<file path="config.mk">
export PLATFORM = sky130hd
export DESIGN_NAME = color_sensor_emulator_flat
export DESIGN_NICKNAME = d
export VERILOG_FILES = /design/src/rtl/color_sensor_emulator_if.sv /design/src/rtl/color_sensor_emulator.sv /design/src/flat_wrapper.sv
export SDC_FILE = /design/constraint.sdc
export NUM_CORES = 1
export LEC_CHECK = 0
export CAP_MARGIN = 20
export CORE_MARGIN = 2
export CORE_UTILIZATION = 40
export DETAILED_ROUTE_END_ITERATION = 7
export REMOVE_ABC_BUFFERS = 1
export SETUP_SLACK_MARGIN = 0.4
export SLEW_MARGIN = 20
export SYNTH_ARGS = -nofsm -noshare
export SYNTH_HDL_FRONTEND = slang
export SYNTH_SLANG_ARGS = --single-unit
</file>
<file path="constraint.sdc">
create_clock -name clk_50 -period 4.7 [get_ports clk_50]
set_input_delay 0.705 -clock clk_50 [delete_from_list [all_inputs] [get_ports clk_50]]
set_output_delay 0.705 -clock clk_50 [all_outputs]
set_load 0.05 [all_outputs]
</file>
<file path="src/rtl/color_sensor_emulator_if.sv">
// Configuration bus for the colour sensor emulator.
// The master (host/testbench) writes a 16-bit base half-period into one of
// the four filter registers; there is no back-pressure.
//   cfg_we   : write strobe, one register write per clock with it high
//   cfg_sel  : register index, coded like {s2,s3} (00 red, 01 green, 11 blue, 10 clear)
//   cfg_half : base half-period in clk_50 cycles
interface color_sensor_emulator_if;
  logic        cfg_we;
  logic [1:0]  cfg_sel;
  logic [15:0] cfg_half;

  modport master (output cfg_we, cfg_sel, cfg_half);
  modport slave  (input  cfg_we, cfg_sel, cfg_half);
endinterface

</file>
<file path="src/rtl/color_sensor_emulator.sv">
// Emulates a light-to-frequency colour sensor (TCS3200 style).
// The s0..s3 pins choose output scaling and photodiode filter. The output is
// a 50% duty square wave whose half-period is the programmed base value for
// the selected filter, multiplied by 1, 5 or 50. Each selection change holds
// freq low for SETTLE_CYCLES cycles before the wave restarts.
// Ports:
//   clk_50     : 50 MHz system clock
//   rst_n      : synchronous active-low reset
//   s0, s1     : scaling select (11 x1, 10 x5, 01 x50, 00 power-down), async
//   s2, s3     : filter select (00 red, 01 green, 11 blue, 10 clear), async
//   cfg        : half-period register write bus (slave side)
//   freq       : emulated sensor square wave
//   state      : 0 OFF, 1 SETTLE, 2 RUN
//   edge_count : rising edges of freq since the last selection change, saturating
module color_sensor_emulator #(
  parameter int unsigned SETTLE_CYCLES = 5,
  parameter logic [15:0] DEF_HALF      = 16'd1000
) (
  input  logic                          clk_50,
  input  logic                          rst_n,
  input  logic                          s0,
  input  logic                          s1,
  input  logic                          s2,
  input  logic                          s3,
  color_sensor_emulator_if.slave        cfg,
  output logic                          freq,
  output logic [1:0]                    state,
  output logic [15:0]                   edge_count
);

  typedef enum logic [1:0] {
    ST_OFF    = 2'd0,
    ST_SETTLE = 2'd1,
    ST_RUN    = 2'd2
  } fsm_e;

  localparam int SW = (SETTLE_CYCLES > 1) ? $clog2(SETTLE_CYCLES) : 1;

  // ---------------------------------------------------------------------------
  // Pin synchronizers; sel_prev is one cycle behind so a change is seen on the
  // cycle after the second synchronizer flop captures it.
  // ---------------------------------------------------------------------------
  logic [3:0] s_meta, sel, sel_prev;
  logic       sel_change;
  logic [1:0] scale, filt;

  // NOTE: sequential state uses non-blocking assignments so every flop samples
  // the pre-edge value of its neighbours, exactly like the hardware.
  always_ff @(posedge clk_50) begin
    if (!rst_n) begin
      s_meta   <= '0;
      sel      <= '0;
      sel_prev <= '0;
    end else begin
      s_meta   <= {s0, s1, s2, s3};
      sel      <= s_meta;
      sel_prev <= sel;
    end
  end

  assign sel_change = (sel != sel_prev);
  assign scale      = sel[3:2];
  assign filt       = sel[1:0];

  // ---------------------------------------------------------------------------
  // Base half-period registers, indexed directly by the {s2,s3} code.
  // ---------------------------------------------------------------------------
  logic [15:0] base_q [4];

  // NOTE: this small register file is reset on purpose: its contents are
  // architecturally visible (DEF_HALF after reset), unlike a plain data RAM.
  always_ff @(posedge clk_50) begin
    if (!rst_n) begin
      for (int i = 0; i < 4; i++) base_q[i] <= DEF_HALF;
    end else if (cfg.cfg_we) begin
      base_q[cfg.cfg_sel] <= cfg.cfg_half;
    end
  end

  // Effective half-period; 22 bits holds 65535*50 without overflow.
  logic [21:0] base_ext, h;

  // NOTE: every combinational output gets a default first so no path leaves it
  // unassigned, which would otherwise infer a latch.
  always_comb begin
    base_ext = {6'd0, base_q[filt]};
    h        = '0;
    case (scale)
      2'b11:   h = base_ext;
      2'b10:   h = base_ext * 22'd5;
      2'b01:   h = base_ext * 22'd50;
      default: h = '0;
    endcase
  end

  // ---------------------------------------------------------------------------
  // FSM: state register / next state / outputs
  // ---------------------------------------------------------------------------
  fsm_e          state_q, state_d;
  logic [SW-1:0] settle_cnt, settle_d;
  logic          settle_done;
  logic          run_entry, run_active, settle_active;

  assign settle_done = (settle_cnt == SW'(SETTLE_CYCLES - 1));

  always_ff @(posedge clk_50) begin
    if (!rst_n) state_q <= ST_OFF;
    else        state_q <= state_d;
  end

  // Power-down wins over everything; any other selection change (re)starts
  // SETTLE. OFF is only left through a selection change.
  always_comb begin
    state_d = state_q;
    if (scale == 2'b00)
      state_d = ST_OFF;
    else if (sel_change)
      state_d = ST_SETTLE;
    else if (state_q == ST_SETTLE && settle_done)
      state_d = ST_RUN;
  end

  logic freq_q;

  always_comb begin
    state         = state_q;
    freq          = freq_q;
    run_entry     = (state_d == ST_RUN) && (state_q != ST_RUN);
    run_active    = (state_d == ST_RUN) && (state_q == ST_RUN);
    settle_active = (state_d == ST_SETTLE) && (state_q == ST_SETTLE) && !sel_change;
  end

  // ---------------------------------------------------------------------------
  // Half-period counter and output
  // ---------------------------------------------------------------------------
  logic [21:0] cnt_q, cnt_d;
  logic        freq_d, rise;

  always_comb begin
    cnt_d    = '0;
    freq_d   = 1'b0;
    settle_d = '0;
    if (settle_active) settle_d = settle_cnt + SW'(1);
    if (run_entry) begin
      cnt_d = h;
    end else if (run_active) begin
      freq_d = freq_q;
      cnt_d  = cnt_q;
      if (cnt_q == 22'd0) begin
        // Parked by a zero base; picks up a nonzero write on the next cycle.
        cnt_d = h;
      end else if (cnt_q == 22'd1) begin
        // Reload from the live H so a register write applies from this toggle.
        if (h == 22'd0) begin
          freq_d = 1'b0;
          cnt_d  = '0;
        end else begin
          freq_d = ~freq_q;
          cnt_d  = h;
        end
      end else begin
        cnt_d = cnt_q - 22'd1;
      end
    end
  end

  assign rise = freq_d & ~freq_q;

  always_ff @(posedge clk_50) begin
    if (!rst_n) begin
      cnt_q      <= '0;
      freq_q     <= 1'b0;
      settle_cnt <= '0;
      edge_count <= '0;
    end else begin
      cnt_q      <= cnt_d;
      freq_q     <= freq_d;
      settle_cnt <= settle_d;
      if (sel_change)
        edge_count <= '0;
      else if (rise && edge_count != 16'hFFFF)
        edge_count <= edge_count + 16'd1;
    end
  end

endmodule

</file>
<file path="src/flat_wrapper.sv">
// flat-port wrapper written by rule: the top's interface ports become plain ports
module color_sensor_emulator_flat 
#(
  parameter int unsigned SETTLE_CYCLES = 5,
  parameter logic [15:0] DEF_HALF      = 16'd1000
)
  (clk_50, rst_n, s0, s1, s2, s3, freq, state, edge_count, cfg_cfg_we, cfg_cfg_sel, cfg_cfg_half);
  color_sensor_emulator_if cfg_i ();
  input  logic clk_50;
  input  logic rst_n;
  input  logic s0;
  input  logic s1;
  input  logic s2;
  input  logic s3;
  output logic freq;
  output logic [1:0] state;
  output logic [15:0] edge_count;
  input wire logic [$bits(cfg_i.cfg_we)-1:0] cfg_cfg_we;
  input wire logic [$bits(cfg_i.cfg_sel)-1:0] cfg_cfg_sel;
  input wire logic [$bits(cfg_i.cfg_half)-1:0] cfg_cfg_half;
  assign cfg_i.cfg_we = cfg_cfg_we;
  assign cfg_i.cfg_sel = cfg_cfg_sel;
  assign cfg_i.cfg_half = cfg_cfg_half;
  color_sensor_emulator #(.SETTLE_CYCLES(SETTLE_CYCLES), .DEF_HALF(DEF_HALF)) u_core (.clk_50(clk_50), .rst_n(rst_n), .s0(s0), .s1(s1), .s2(s2), .s3(s3), .cfg(cfg_i), .freq(freq), .state(state), .edge_count(edge_count));
endmodule
</file>
### After elaboration in Yosys (flattened, before gate mapping)

Memories as Yosys holds them, arrays and structs flattened. A register that Yosys moved wholly into a read port is not among the register bits.
Index checks and enable logic that the tools add are counted.

| cells by class | value |
|---|---|
| add/sub/neg operators | 3 |
| multiply operators | 2 |
| eq/ne operators | 12 |
| muxes and demuxes | 22 |
| bitwise gates (word level) | 3 |
| reductions and logical operators | 13 |

Operators by type and width:

| cell | number |
|---|---|
| $mux W22 | 5 |
| $pmux W22 S3 | 1 |
| $logic_not A22 Y1 | 2 |
| $eq A22 B1 Y1 const B | 1 |
| $sub A22 B1 Y22 const B | 1 |
| $mul A16 B5 Y21 const B | 1 |
| $mul A16 B3 Y19 const B | 1 |
| $add A16 B1 Y16 const B | 1 |
| $mux W16 | 1 |
| $ne A16 B16 Y1 const B | 1 |
| $reduce_or A16 Y1 | 1 |
| $mux W1 | 10 |
| $mux W2 | 5 |
| $eq A2 B2 Y1 const B | 4 |
| $eq A2 B1 Y1 const B | 3 |
| $logic_and A1 B1 Y1 | 6 |
| $ne A4 B4 Y1 | 1 |
| $add A3 B1 Y3 const B | 1 |
| $eq A3 B3 Y1 const B | 1 |
| $logic_not A2 Y1 | 1 |
| $ne A2 B2 Y1 const B | 1 |
| $not A1 Y1 | 2 |
| $reduce_and A2 Y1 | 1 |
| $reduce_or A2 Y1 | 1 |
| 2 further kinds | 2 |

| storage, ports and cells | value |
|---|---|
| register bits after elaboration | 56 |
| bits in writable memories | 64 |
| input bits | 25 |
| output and inout port bits | 19 |
| word-level logic and storage cells | 64 |
| memories kept | 1 |

Memories:

| memory | words | width | rd ports | clocked after memory_dff | wr ports | RTL line | RTL |
|---|---|---|---|---|---|---|---|
| u_core.base_q | 4 | 16 | 1 | 1 | 4 | color_sensor_emulator.sv:68 | `logic [15:0] base_q [4];` |

### Depth between registers and ports, before layout

Gate-level depths: netlist of the first run.

| logic depth | value |
|---|---|
| depth after elaboration | 11 |
| mapped depth | 22 |
| depth with buffers taken out | 17 |

### Worst setup path after synthesis of the first run

No wires, ideal clock.

| timing | value |
|---|---|
| kind | register to register |
| start point | reg u_core.sel[0] |
| end point | reg u_core.edge_count[3] |
| setup time | 0.129 ns |
| arrival | 5.091 ns |
| data required time | 4.571 ns |
| setup slack | -0.520 ns |
| cell stages (with the launch flop) | 23 |
| buffers on the path | 5 |
| clock period less this slack | 5.220 ns |
| cell sequence | dfxtp_1 > buf_4 > buf_4 > mux4_2 > ha_1 > ha_1 > inv_1 > fa_1 > inv_1 > ha_1 > clkbuf_1 > a21o_1 > a21o_1 > a221oi_1 > o21ai_0 > xor2_1 > a2111oi_0 > and4_1 > and3_1 > clkbuf_1 > buf_2 > nor4_1 > mux2i_1 |

| between the ends | value |
|---|---|
| word-level cells in the longest chain between the ends | 9 |
| elaborated cells on any way between the ends | 11 |
| classes of those cells | eq/ne: 2; mux: 4; bitwise: 1; reduce/logical: 4 |

RTL lines:

| what | RTL line | RTL |
|---|---|---|
| from (decl) | color_sensor_emulator.sv:43 | `logic [3:0] s_meta, sel, sel_prev;` |
| from (signal assigned) | color_sensor_emulator.sv:56 | `sel <= s_meta;` |
| $ne A4 B4 Y1 (*) | color_sensor_emulator.sv:61 | `assign sel_change = (sel != sel_prev);` |
| $mux W2 | color_sensor_emulator.sv:117 | `else if (sel_change)` |
| $mux W2 | color_sensor_emulator.sv:115 | `if (scale == 2'b00)` |
| $eq A2 B2 Y1 | color_sensor_emulator.sv:128, color_sensor_emulator.sv:129 |  |
| $logic_and A1 B1 Y1 | color_sensor_emulator.sv:129 | `run_active = (state_d == ST_RUN) && (state_q == ST_RUN);` |
| $mux W1 | color_sensor_emulator.sv:146 | `end else if (run_active) begin` |
| $mux W1 | color_sensor_emulator.sv:144 | `if (run_entry) begin` |
| $and A1 B1 Y1 | color_sensor_emulator.sv:167 | `assign rise = freq_d & ~freq_q;` |
| $logic_and A1 B1 Y1 | color_sensor_emulator.sv:181 | `else if (rise && edge_count != 16'hFFFF)` |
| to (signal assigned) | color_sensor_emulator.sv:182 | `edge_count <= edge_count + 16'd1;` |
| to (decl) | color_sensor_emulator.sv:28 | `output logic [15:0] edge_count` |

Every way passes the cells marked *; elsewhere a longest branch is shown, timed or not.
A chain may end at the register's enable or synchronous reset.

### Worst setup path after layout of the first run

| timing | value |
|---|---|
| start point | reg u_core.sel[0] |
| end point | reg u_core.edge_count[8] |

Same word-level chain as after synthesis.

==> results of run 1 <==
## worst paths after layout
kind	endpoint	slack, ns	cells past startpoint
setup / recovery	u_core.edge_count[8]	-0.16	22
hold / removal	u_core.sel[1]	0.43	1
setup reg to reg	u_core.edge_count[8]	-0.16	22
hold reg to reg	u_core.sel[1]	0.43	1
## placed cells by master, fill, tap and decap left out, types with 20 or more instances in the layout
cell type,n
nand2b_1,32
ha_4,33
ha_1,51
nand3_1,20
edfxtp_1,64
and2_1,49
buf_4,99
nor2_1,46
dfxtp_1,55
a21oi_1,34
inv_1,49
clkdlybuf4s50_1,43
and3_1,23
nand2_1,55
xnor2_1,21
## cell families (layout without fill, tap and decap cells)
logic type / Yosys count / after routing / synth area share (%)
AND/OR/NAND/NOR: 327 / 327 / 21.6
AO/OA/AOI/OAI: 165 / 165 / 12.8
flip-flops: 120 / 120 / 35.8
buffers and inverters: 100 / 266 / 4.67
adder cells (fa/ha/maj): 97 / 97 / 15.3
XOR/XNOR: 39 / 39 / 4.02
multiplexers: 29 / 29 / 5.78
## state kept, by name, summed over array words and instances, names as in the netlist, 2 cells and up
signal             flops
u_core.sel             4
u_core.sel_prev        4
u_core.edge_count     16
u_core.s_meta          4
u_core.base_q         64
u_core.state           2
u_core.settle_cnt      3
u_core.cnt_q          22
## repair_timing
action                     in CTS  in global routing
setup buffers                  18                  5
cloned                          1                  3
setup endpoints to repair      33                 33
resized for setup              99                 68
pin swaps                      55                 46
## through the flow
step / power (mW) / setup WS, ns / setup TNS (ns) / cell area [µm²]
floorplan: 2.27 / -0.902 / -22.60 / 8350
global placement: 2.96 / -0.456 / -9.55 / 9900
detailed placement: 2.99 / -0.540 / -11.77 / 9900
CTS: 4.72 / -0.147 / -2.66 / 11300
global route: 5.41 / -0.298 / -7.27 / 11700
finish: 5.14 / -0.157 / -2.61 / 11700
## layout make-up
| class | instances | area (µm²) | area share, % |
|---|---|---|---|
| multi-input combinational | 657 | 5930 | 50.5 |
| sequential | 120 | 3050 | 26.0 |
| timing repair buffer | 169 | 1580 | 13.4 |
| clock buffer | 17 | 425 | 3.62 |
| tap | 275 | 344 | 2.93 |
| inverter | 65 | 244 | 2.08 |
| clock inverter | 15 | 168 | 1.43 |
## power groups by stage
stage	Sequential (mW)	Clock (mW)	Combinational, mW
after floorplan	1.19	0	1.08
after global placement	1.19	0	1.78
after detailed placement	1.19	0	1.80
after CTS	1.17	1.35	2.19
after global routing	1.17	1.40	2.83
final	1.17	1.34	2.63
## routing by layer
| metal | up-vias | track usage (%) | share of wire [%] |
|---|---|---|---|
| met5 | - | 0 | 0 |
| met4 | 0 | 6.18 | 1.7 |
| met3 | 30 | 4.02 | 3.6 |
| met2 | 140 | 35.0 | 50 |
| met1 | 3414 | 26.8 | 45 |
| li1 | 3519 | - | - |
==> flow_summary.ini, run 1 <==
[status]
status = complete, but fails checks
violations = negative setup slack

[timing]
worst_pin_slew_ns = 0.888
slew_headroom_pct = 40.8
fin_skew_ns = 0.0242
layout_min_cycle_time_ns = 4.86
finalHoldViolCount = 0
whs_ns = 0.432
rsz0062_at_grt = yes
drv_slew = 0
max_freq_mhz = 206
setup_viol = 30
setup_slack_ns = -0.157
finalCritPeriodShare_pct = 103

[worst_setup_path]
cp_common_cell = buf_6
endpoint_kind = register
crit_chain = buf_12 > mux4_2 > buf_6 > ha_4 > ha_4 > inv_1 > fa_1 > inv_2 > ha_4 > buf_6 > a311o_1 > a21oi_2 > buf_6 > o21a_4 > buf_6 > xnor2_4 > a2bb2oi_2 > and4_4 > and3_4 > buf_12 > or3_4 > mux2i_1
cp.required_ns = 5.01
startpoint_type = register
worst_path_dominant_cell_family = adder cells
cp_slowest_stage_delay_ns = 0.55
crit_type = reg2reg
cp_slowest_cell = mux4_2
cp_num_buf_inv = 8
cp-startpoint = u_core.sel[0]
cp_max_fo = 7
critPathArrivalTime_ns = 5.17
r2r_start = u_core.sel[0]

[pwr]
switching_share_pct = 36.8
switchingPower_mw = 1.89
share_comb_of_total_power_pct = 51.2
peakVddDrop_v = 0.000324
internal_power_mw = 3.25
power_frac_seq_pct = 22.7
power_density_nw_per_um2 = 438
p_leak_nw = 4.72
clkPwrFrac_pct = 26.1

[synth]
synth_top_area_share_pct = 22.6
synth_edf_count = 64
synthTopCellsByCount = ha_1 (85), inv_1 (65), edfxtp_1 (64)
syn_inst = 877
netlist_area_um2 = 8500
synth_top_cell_by_area = edfxtp_1
synth_area_leaders = edfxtp_1 (23%), dfxtp_1 (13%), ha_1 (13%), mux4_2 (4.2%), and2_1 (3.6%)
yosys_warnings = 0
yosys_register_bits = 120
async_reset_ff_share_pct = 0
synth-main-ff-cell = edfxtp_1
synth_seq_area_share_pct = 35.8
avgSynthCellArea_um2 = 9.69
synth.most_common_cell = ha_1
yosysUniqueCellTypes = 76

[placed_design]
place_hpwl_um = 15700
dp_cells = 1259
port_buffers = 43
place_congestion = 0.873

[detailed_routing]
via_per_inst = 5.39
wl_per_cell_um = 17.7
ant_nets = 0
firstDrtPassIters = 5
routed_wl_um = 23300
vias = 7103
drtIter0Drc = 308
post-route-drc-count = 0

[final_layout]
fillers = 1840
drive_gt1_share_pct = 29.1
n_antenna_cell = 0
area_delta_synth_final_pct = 38.1
nets = 1152
final_util_pct = 56.0
layout.cells.non_filler = 1318

[clocking]
cts_root_buf = clkbuf_16
h-tree-depth = 4
cts_hold_buf = 0
clk_pin_slew_ns = 0.07
numCtsBuffers = 17
cts_tree = built
cts_buffer_depth = 2
clkSinkCount = 120
clock_latency_ns = 0.44

[hold_path]
min_from = u_core.s_meta[1]
hp-class = reg2reg

[job]
cap_viol_max_count = 0

[floorplanning]
start_util_pct = 40.6
rows = 53
die_y_um = 150
io_pins = 44
design.die.area_um2 = 22400
die_x_um = 150
core_um2 = 21000

[global_routing]
grt_pass1_wl_um = 36100
grt_max_degree = 36
grt_overflow = 0
grt_usage_pct = 20.7
antenna_found_initial = 1
grt_pass1_vias = 6953
No activity file was read; power rests on OpenSTA's default activity.
==> inputs of run 2 (changes only) <==
Settings changed: CORE_UTILIZATION 40 to 56, PLACE_DENSITY from default to 0.78.
==> run 2 against run 1 <==
  * The flow still finishes with violations (negative setup slack)
  * Utilization grew 20 points
  * Die area shrank 28%
  * Maximum frequency shrank 3.9%
  * Sequential cell count is the same
  * Power shrank 2.5%
  * Cell count shrank 7.2%
  * Sequential power is essentially flat
  * Setup slack lost 0.20 ns
  * Register-to-register slack lost 0.20 ns
  * Sequential share of layout area grew 0.80 points
  * Clock skew shrank 0.0095 ns
  * Critical path type unchanged
==> flow_summary.ini, run 2 (synthesis gave the netlist of run 1 again) <==
[timing]
drv_slew = 0
whs_ns = 0.432
slew_headroom_pct = 37.8
setup_slack_ns = -0.353
finalHoldViolCount = 0
finalCritPeriodShare_pct = 108
layout_min_cycle_time_ns = 5.05
worst_pin_slew_ns = 0.933
setup_viol = 31
fin_skew_ns = 0.0148
rsz0062_at_grt = yes
max_freq_mhz = 198

[clocking]
cts_hold_buf = 0
cts_buffer_depth = 2
numCtsBuffers = 17
clk_pin_slew_ns = 0.06
cts_tree = built
clkSinkCount = 120
clock_latency_ns = 0.44
cts_root_buf = clkbuf_16
h-tree-depth = 4

[final_layout]
area_delta_synth_final_pct = 34.0
nets = 1144
top_register = u_core.base_q
final_common_cell = buf_4
n_antenna_cell = 0
final_util_pct = 75.8
design_area_um2 = 11400
drive_gt1_share_pct = 27.7
largest_register_ff_count = 64
most-common-layout-cells = buf_4 (103), edfxtp_1 (64), inv_1 (58)
reg_top3 = u_core.base_q: 64 flops, u_core.cnt_q: 22 flops, u_core.edge_count: 16 flops

[global_routing]
grt_pass1_vias = 7480
grt_overflow = 0
grt_max_degree = 36
antenna_found_initial = 0
grt_pass1_wl_um = 37800
grt_usage_pct = 29.5

[placed_design]
pre_cts_ws_ns = -0.420
place_hpwl_um = 15100
port_buffers = 43
placed_area_um2 = 9780
place_congestion = 0.932

[worst_setup_path]
cp.required_ns = 5.02
cp_slowest_stage_delay_ns = 0.60
cp_common_cell = buf_4
crit_type = reg2reg
cp_max_fo = 5
critPathArrivalTime_ns = 5.38
endpoint_kind = register
cp_slowest_cell = mux4_2
crit_chain = buf_16 > mux4_2 > ha_4 > ha_1 > inv_1 > fa_1 > inv_1 > ha_4 > nand2_2 > nor3_1 > a21oi_1 > buf_4 > buf_4 > xnor2_2 > a211oi_2 > and3_1 > and4_4 > a311oi_4 > buf_4 > a21o_1 > and3_1
startpoint_type = register

[floorplanning]
die_x_um = 127
core_um2 = 15000
io_pins = 44
start_util_pct = 56.5
rows = 45
design.die.area_um2 = 16200
die_y_um = 127

[status]
status = complete, but fails checks
violations = negative setup slack

[detailed_routing]
post-route-drc-count = 0
firstDrtPassIters = 5
ant_nets = 0
routed_wl_um = 24900
via_per_inst = 6.15
drtIter0Drc = 568
vias = 7516
wl_per_cell_um = 20.3

[pwr]
power_density_nw_per_um2 = 440
peakVddDrop_v = 0.000342
power.total_mw = 5.01
p_leak_nw = 4.67

[job]
cap_viol_max_count = 0

[hold_path]
hp-class = reg2reg
[run 2: changes by cell type in the layout (fill, tap and decap cells not counted), moves of 6 or more]
cell	before	now
o22ai_2	0	7
ha_4	33	26
inv_2	16	7
inv_1	49	58
o22ai_1	13	6
buf_6	17	8
nor2_2	2	8
[run 2: final cells by class]
class / instances / area [µm²]
Multi-Input combinational cell: 657 / 5810
Fill cell: 917 / 3640
Sequential cell: 120 / 3050
Timing Repair Buffer: 161 / 1450
Clock buffer: 17 / 425
Inverter: 65 / 244
Tap cell: 188 / 235
Clock inverter: 15 / 181
[run 2: through the flow]
stage | cells | setup TNS, ns
detailed placement | 1168 | -10.75
CTS | 1212 | -4.18
global route | 1223 | -15.06
finish | 1223 | -9.15
floorplan | 842 | -22.60
global placement | 1168 | -9.29
[run 2: per-layer routing]
metal	wire length [µm]	GRT usage, %	part of all wire, %	up-vias
met5	0	0	0	-
met4	648	10.6	2.6	0
met3	1290	4.90	5.2	65
met2	13000	51.9	52	319
met1	9930	36.8	40	3632
li1	-	-	-	3500
[run 2: what timing repair did]
| item | 4_1_cts | 5_1_grt |
|---|---|---|
| pin swaps | 34 | 50 |
| buffers inserted | 11 | 8 |
| endpoints found under the hold margin | 0 | 0 |
| gates cloned | 1 | 3 |
| gates resized for setup | 68 | 68 |
| endpoints found under the setup margin | 33 | 35 |
[run 2: power by group]
part	switching (mW)	internal [mW]	total (mW)
Clock	0.567	0.805	1.37
Combinational	1.28	1.19	2.47
Sequential	0.0179	1.15	1.17
Total	1.86	3.15	5.01
[run 2: worst paths after layout]
| path | from | slack (ns) | cells after the start | to |
|---|---|---|---|---|
| worst min-delay path | u_core.s_meta[1] | 0.43 | 1 | u_core.sel[1] |
| worst max-delay path | u_core.sel[0] | -0.35 | 21 | u_core.freq |
| worst max register to register | u_core.sel[0] | -0.35 | 21 | u_core.freq |
| worst min register to register | u_core.s_meta[1] | 0.43 | 1 | u_core.sel[1] |
[run 2: worst max-delay path: cells and delay by family, from the launching register on]
| kind | cells | cell delay (ns) |
|---|---|---|
| AND/OR/NAND/NOR | 5 | 1.00 |
| adder cells (fa/ha/maj) | 4 | 1.39 |
| buffers and inverters | 6 | 0.77 |
| AO/OA/AOI/OAI | 4 | 0.66 |
| multiplexers | 1 | 0.60 |
| flip-flops | 1 | 0.39 |
| XOR/XNOR | 1 | 0.13 |
==> patch 1, RTL diff (settings of run 2) <==
Reset style: asynchronous (`rst_n`), changed in 4 clocked blocks. Comments in the files are not updated.
--- a/src/rtl/color_sensor_emulator.sv
+++ b/src/rtl/color_sensor_emulator.sv
@@ -48,3 +48,3 @@
   // the pre-edge value of its neighbours, exactly like the hardware.
-  always_ff @(posedge clk_50) begin
+  always_ff @(posedge clk_50 or negedge rst_n) begin
     if (!rst_n) begin
@@ -71,3 +71,3 @@
   // architecturally visible (DEF_HALF after reset), unlike a plain data RAM.
-  always_ff @(posedge clk_50) begin
+  always_ff @(posedge clk_50 or negedge rst_n) begin
     if (!rst_n) begin
@@ -105,3 +105,3 @@
 
-  always_ff @(posedge clk_50) begin
+  always_ff @(posedge clk_50 or negedge rst_n) begin
     if (!rst_n) state_q <= ST_OFF;
@@ -168,3 +168,3 @@
 
-  always_ff @(posedge clk_50) begin
+  always_ff @(posedge clk_50 or negedge rst_n) begin
     if (!rst_n) begin
Behaviour: differs if rst_n is asserted again (counterexample within 4 cycles, from zero or initial values and one cycle with rst_n low); with rst_n held inactive, the same outputs for 10 cycles.
==> patch 1 against run 2 <==
The run still ends with setup timing left. Worst hold slack worse by 0.15 ns. Setup slack worse by 0.23 ns. Area after synthesis is 2.1% higher. Sequential share of layout area is 1.2 points lower. Utilization is 2.7 points higher. Routed wire length is 12% higher. Maximum frequency is 4.4% lower. Global-route usage is 1.2 points higher. Cell area is 4.4% higher. Sequential cell count stayed put. Critical endpoint is now u_core.edge_count[8].
Power is not compared: it rests on default switching activity, and its combinational part moved more than twofold at a synthesized area within 25%.
==> patch 1: results (changes against run 2) <==
| Metric | Value |
|---|---|
| Number of DRC markers after the initial detailed-route iteration | 879 (+55%) |
| Worst setup timing slack at the placement stage | -0.610 ns (-0.190 ns) |
| Synth warn | 0 (unchanged) |
| Final number of setup-violating endpoints | 22 (-29%) |
| Failing checks | setup timing |
| Total Nets Final | 1134 (-0.87%) |
| Global-route wire length before repair | 39500 µm (+4.5%) |
| Non-Filler Instances | 1213 (-0.82%) |
| H-tree levels | 4 (unchanged) |
| Final Wtd Congestion | 0.907 (-2.6%) |
| Top cell types by occurrence after synthesis | sky130_fd_sc_hd__dfrtp_1, sky130_fd_sc_hd__ha_1, sky130_fd_sc_hd__mux2_2 |
| Proportion of layout cells with a drive suffix above 1 | 39.3% (+12 points) |
| Crit path DAT | 5.63 ns (+0.25 ns) |
| Clock network latency to the later pin of the worst-skew pair | 0.44 ns (about the same) |
| Share of the yosys chip area belonging to registers | 35.0% (-0.84 points) |
| Type of the most critical hold path | in -> async |
| Total global-route track usage | 30.7% (+1.2 points) |
| Input/output buffers | 43 (unchanged) |
| Final Worst Setup Slack | -0.587 ns (-0.234 ns) |
| Final HPWL from detailed placement | 14900 µm (-1.6%) |
| Status | finished, violations left |
| Cell types occupying the most area after synthesis | sky130_fd_sc_hd__dfrtp_1, sky130_fd_sc_hd__ha_1, sky130_fd_sc_hd__mux2_2, sky130_fd_sc_hd__dfstp_2, sky130_fd_sc_hd__a21oi_1 |
| Avg Cell Area, Syn | 10.4 µm² (+6.9%) |
| Max-slew headroom | 23.1% (-15 points) |
| TritonCTS Buffers | 17 (unchanged) |
| 1st-pass router iterations | 5 (unchanged) |
| Worst Setup SP | u_core.sel[0] |
| Clock Path Buffers | 2 (unchanged) |
| Clock Skew | 0.0147 ns (-0.0000823 ns) |
| FF-to-FF path depth | 22 (+4.8%) |
| Static Leakage | roughly 0.0053 µW |
| Number of unique standard cell types used by synthesis | 69 (-9.2%) |
| Async S/R FF share, synth | 100% (+100 points) |
| Antenna violations before repair | 0 (unchanged) |
| Maximum fanout along the worst path | 7 (+2) |
| Number of diodes | 0 (unchanged) |
| Mean number of vias per cell | 6.55 (+6.5%) |
| Post-Route WL | 27900 µm (+12%) |
| Clock-pin transition on the worst setup and hold timing paths | 0.06 ns (about the same) |
| Number of global-route vias before repair | 7869 (+5.2%) |
| CTS Root Cell | sky130_fd_sc_hd__clkbuf_16 |
| Top Registers | u_core.base_q: 64 flops, u_core.cnt_q: 22 flops, u_core.edge_count: 16 flops |
| Critical register-to-register path startpoint | u_core.sel[0] |
| Standard cell area after detailed placement | 9910 µm² (+1.4%) |
| Maximum number of pins on one net before global-route repair | 47 (+31%) |
| Largest voltage drop on the vdd net | 0.539 mV |
| Critical path destination | u_core.edge_count[8] |
-- patch 1: layout make-up --
type / count / area (µm²)
sequential: 120 / 3030
inverter: 58 / 220
tap: 188 / 235
fill: 814 / 3250
multi-input combinational: 629 / 6010
clock inverter: 13 / 214
timing repair buffer: 186 / 1740
clock buffer: 19 / 443
-- patch 1: per-layer routing --
metal  up-vias  wire length, µm  global-route usage, %
li1       3429                -                      -
met3       131             1790                   5.57
met4         0             1420                   13.6
met1      3903            10400                   36.9
met2       478            14200                   54.0
met5         -                0                      0
-- patch 1: critical path: stages, from the launching register on --
cell and delay [ns]:
sky130_fd_sc_hd__dfrtp_2 0.42, sky130_fd_sc_hd__buf_12 0.15, sky130_fd_sc_hd__mux4_2 0.58, sky130_fd_sc_hd__ha_4 0.29
sky130_fd_sc_hd__ha_4 0.28, sky130_fd_sc_hd__inv_2 0.05, sky130_fd_sc_hd__fa_1 0.54, sky130_fd_sc_hd__inv_2 0.07
sky130_fd_sc_hd__ha_4 0.23, sky130_fd_sc_hd__a21o_4 0.23, sky130_fd_sc_hd__a221oi_4 0.32, sky130_fd_sc_hd__buf_6 0.17
sky130_fd_sc_hd__o31ai_4 0.07, sky130_fd_sc_hd__buf_6 0.14, sky130_fd_sc_hd__xnor2_2 0.13, sky130_fd_sc_hd__o21ai_1 0.22
sky130_fd_sc_hd__a21oi_2 0.07, sky130_fd_sc_hd__and3_4 0.22, sky130_fd_sc_hd__and4_4 0.18, sky130_fd_sc_hd__buf_12 0.14
sky130_fd_sc_hd__buf_6 0.11, sky130_fd_sc_hd__or4_4 0.42, sky130_fd_sc_hd__a21oi_2 0.15
-- patch 1: kinds of logic (layout without fill, tap and decap cells) --
group	Yosys count	in the layout	synth area share, %
buffers and inverters	89	276	4.66
flip-flops	120	120	35.0
multiplexers	91	91	13.9
AO/OA/AOI/OAI	170	170	13.2
adder cells (fa/ha/maj)	97	97	15.0
XOR/XNOR	48	48	4.85
AND/OR/NAND/NOR	222	223	13.5
-- patch 1: through the flow --
| stage | TNS [ns] | utilization (%) | hold slack, ns |
|---|---|---|---|
| 2_1_floorplan | -13.76 | - | 0.331 |
| 3_3_place_gp | -8.45 | 65.4 | 0.331 |
| 3_5_place_dp | -11.03 | 65.5 | 0.335 |
| 4_1_cts | -4.55 | 74.7 | 0.314 |
| 5_1_grt | -13.30 | 78.5 | 0.340 |
| 6_report | -11.02 | 78.5 | 0.284 |
-- patch 1: report_power, final --
group          switching [µW]  internal [µW]  total [µW]
clock network             520            960        1480
logic                    3130           3080        6200
registers                77.7           1170        1250
total                    3720           5210        8930
-- patch 1: timing repair --
action                                  in CTS  in global routing
gates resized for setup                     85                 93
buffers inserted                            26                 21
pin swaps                                   63                 57
hold buffers                                 0                  0
gates cloned                                 3                  0
endpoints found under the setup margin      32                 33
==> patch 2, RTL diff (flow settings as in run 2) <==
Without the edit above. `SETTLE_CYCLES` is set to 5 in 2 places; all go to 6.
--- a/src/rtl/color_sensor_emulator.sv
+++ b/src/rtl/color_sensor_emulator.sv
@@ -15,3 +15,3 @@
 module color_sensor_emulator #(
-  parameter int unsigned SETTLE_CYCLES = 5,
+  parameter int unsigned SETTLE_CYCLES = 6,
   parameter logic [15:0] DEF_HALF      = 16'd1000
--- a/src/flat_wrapper.sv
+++ b/src/flat_wrapper.sv
@@ -3,3 +3,3 @@
 #(
-  parameter int unsigned SETTLE_CYCLES = 5,
+  parameter int unsigned SETTLE_CYCLES = 6,
   parameter logic [15:0] DEF_HALF      = 16'd1000
Function: changed (Yosys sat finds a counterexample within 10 cycles, from zero or initial values and one cycle with rst_n low).
==> patch 2 against run 2 <==
The flow still finishes with violations (setup timing). Sequential cell count unchanged. Routed wire length up 3.5%. Total power up 7.0%. Combinational power up 13%. Die area up 3.4%. Setup slack worse by 0.064 ns. Cell area up 4.2%. Area after synthesis up 3.5%. Cell count up 6.9%. Utilization up 2.0 points. Critical endpoint is now u_core.edge_count[0]. Highest routed layer unchanged.
==> patch 2: results (changes against run 2) <==
| Metric | Value |
|---|---|
| Status | finished, violations left |
| Failing checks | setup timing |
| Number of global-route vias before repair | 7857 (+5.0%) |
| Largest delay share family, worst path | simple AND/OR/NAND/NOR gates |
| Maximum number of pins on one net before global-route repair | 54 (+50%) |
| Number of DRC markers after the initial detailed-route iteration | 699 (+23%) |
| Number of cells produced by synthesis | 924 (+5.4%) |
| Proportion of synthesized area in mux cells | 5.22% (-0.57 points) |
| Final Worst Setup Slack | -0.417 ns (-0.0645 ns) |
| Global-route wire length before repair | 39600 µm (+4.8%) |
| Largest voltage drop on the vdd net | 0.336 mV (-1.8%) |
| Final number of setup-violating endpoints | 29 (-6.5%) |
| Clock Skew | 0.0118 ns (-0.00300 ns) |
| Biggest cell delay along the critical path | 0.53 ns (-0.07 ns) |
| Synth Area in XOR/XNOR | 4.68% (+0.66 points) |
| Mean number of vias per cell | 6.09 (-0.94%) |
| Final HPWL from detailed placement | 15800 µm (+4.3%) |
| Number of unique standard cell types used by synthesis | 81 (+6.6%) |
| Non-Filler Instances | 1307 (+6.9%) |
| Synthesized-area fraction occupied by ao, oa, aoi and oai cells | 14.7% (+1.9 points) |
| Placed Instances | 1239 (+6.1%) |
| Final Wtd Congestion | 0.893 (-4.1%) |
| Cell types occupying the most area after synthesis | sky130_fd_sc_hd__edfxtp_1, sky130_fd_sc_hd__dfxtp_1, sky130_fd_sc_hd__ha_1, sky130_fd_sc_hd__and2_1, sky130_fd_sc_hd__mux4_2 |
| Standard cell area after detailed placement | 10100 µm² (+3.3%) |
| Top cell types by occurrence after synthesis | sky130_fd_sc_hd__ha_1, sky130_fd_sc_hd__inv_1, sky130_fd_sc_hd__edfxtp_1 |
| Fill count | 934 (+1.9%) |
| Maximum fanout along the worst path | 6 (+1) |
| Adder-Cell Fraction of Synth Area | 14.8% (-0.52 points) |
| TNS Setup | -9.11 ns (+0.0329 ns) |
| Worst-Margin Slew | 0.902 ns (-0.0312 ns) |
| Proportion of layout cells with a drive suffix above 1 | 28.2% (+0.46 points) |
| Share of the yosys chip area belonging to registers | 34.6% (-1.2 points) |
patch 2: cell types whose count changed in the layout (fill, tap and decap cells not counted), sizes merged, moves of 9 or more:
cell / run 2 / this run
and2: 49 / 59
buf: 116 / 136
o21ai: 26 / 35
xnor2: 23 / 32
patch 2: path summary, 6_finish.rpt:
path | startpoint | to | cells past startpoint
max | u_core.sel[0] | u_core.edge_count[0] | 24
min reg2reg | u_core.s_meta[3] | u_core.sel[3] | 1
max reg2reg | u_core.sel[0] | u_core.edge_count[0] | 24
min | u_core.s_meta[3] | u_core.sel[3] | 1
patch 2: stage by stage:
stage	setup slack (ns)	util [%]	power [µW]	hold WS, ns
5_1_grt	-0.537	77.8	5610	0.464
6_report	-0.417	77.8	5360	0.437
2_1_floorplan	-0.935	-	2380	0.412
3_5_place_dp	-0.526	66.2	3160	0.424
3_3_place_gp	-0.422	66.2	3120	0.417
4_1_cts	-0.179	75.4	4990	0.438
patch 2: power breakdown:
group,internal (µW),switching [µW]
Sequential,1150,20.8
Clock,863,541
Combinational,1380,1400
Total,3400,1960
patch 2: cell type report:
type | count | area share (%)
tap | 211 | 2.22
clock inverter | 14 | 1.57
multi-input combinational | 694 | 50.9
inverter | 70 | 2.21
timing repair buffer | 180 | 13.7
sequential | 120 | 25.7
clock buffer | 18 | 3.70
patch 2: repair_timing:
action / in CTS / in global routing
setup buffers: 17 / 16
gates resized for setup: 100 / 41
pin swaps: 41 / 46
gates cloned: 2 / 1
setup endpoints to repair: 33 / 33
patch 2: per-layer routing:
metal	GRT usage, %	share of wire, %	wire length (µm)	vias up
met5	0	0	0	-
met4	10.9	3.0	771	0
met3	6.28	6.8	1750	81
met2	52.0	50	12900	371
met1	37.8	40	10300	3824
li1	-	-	-	3681
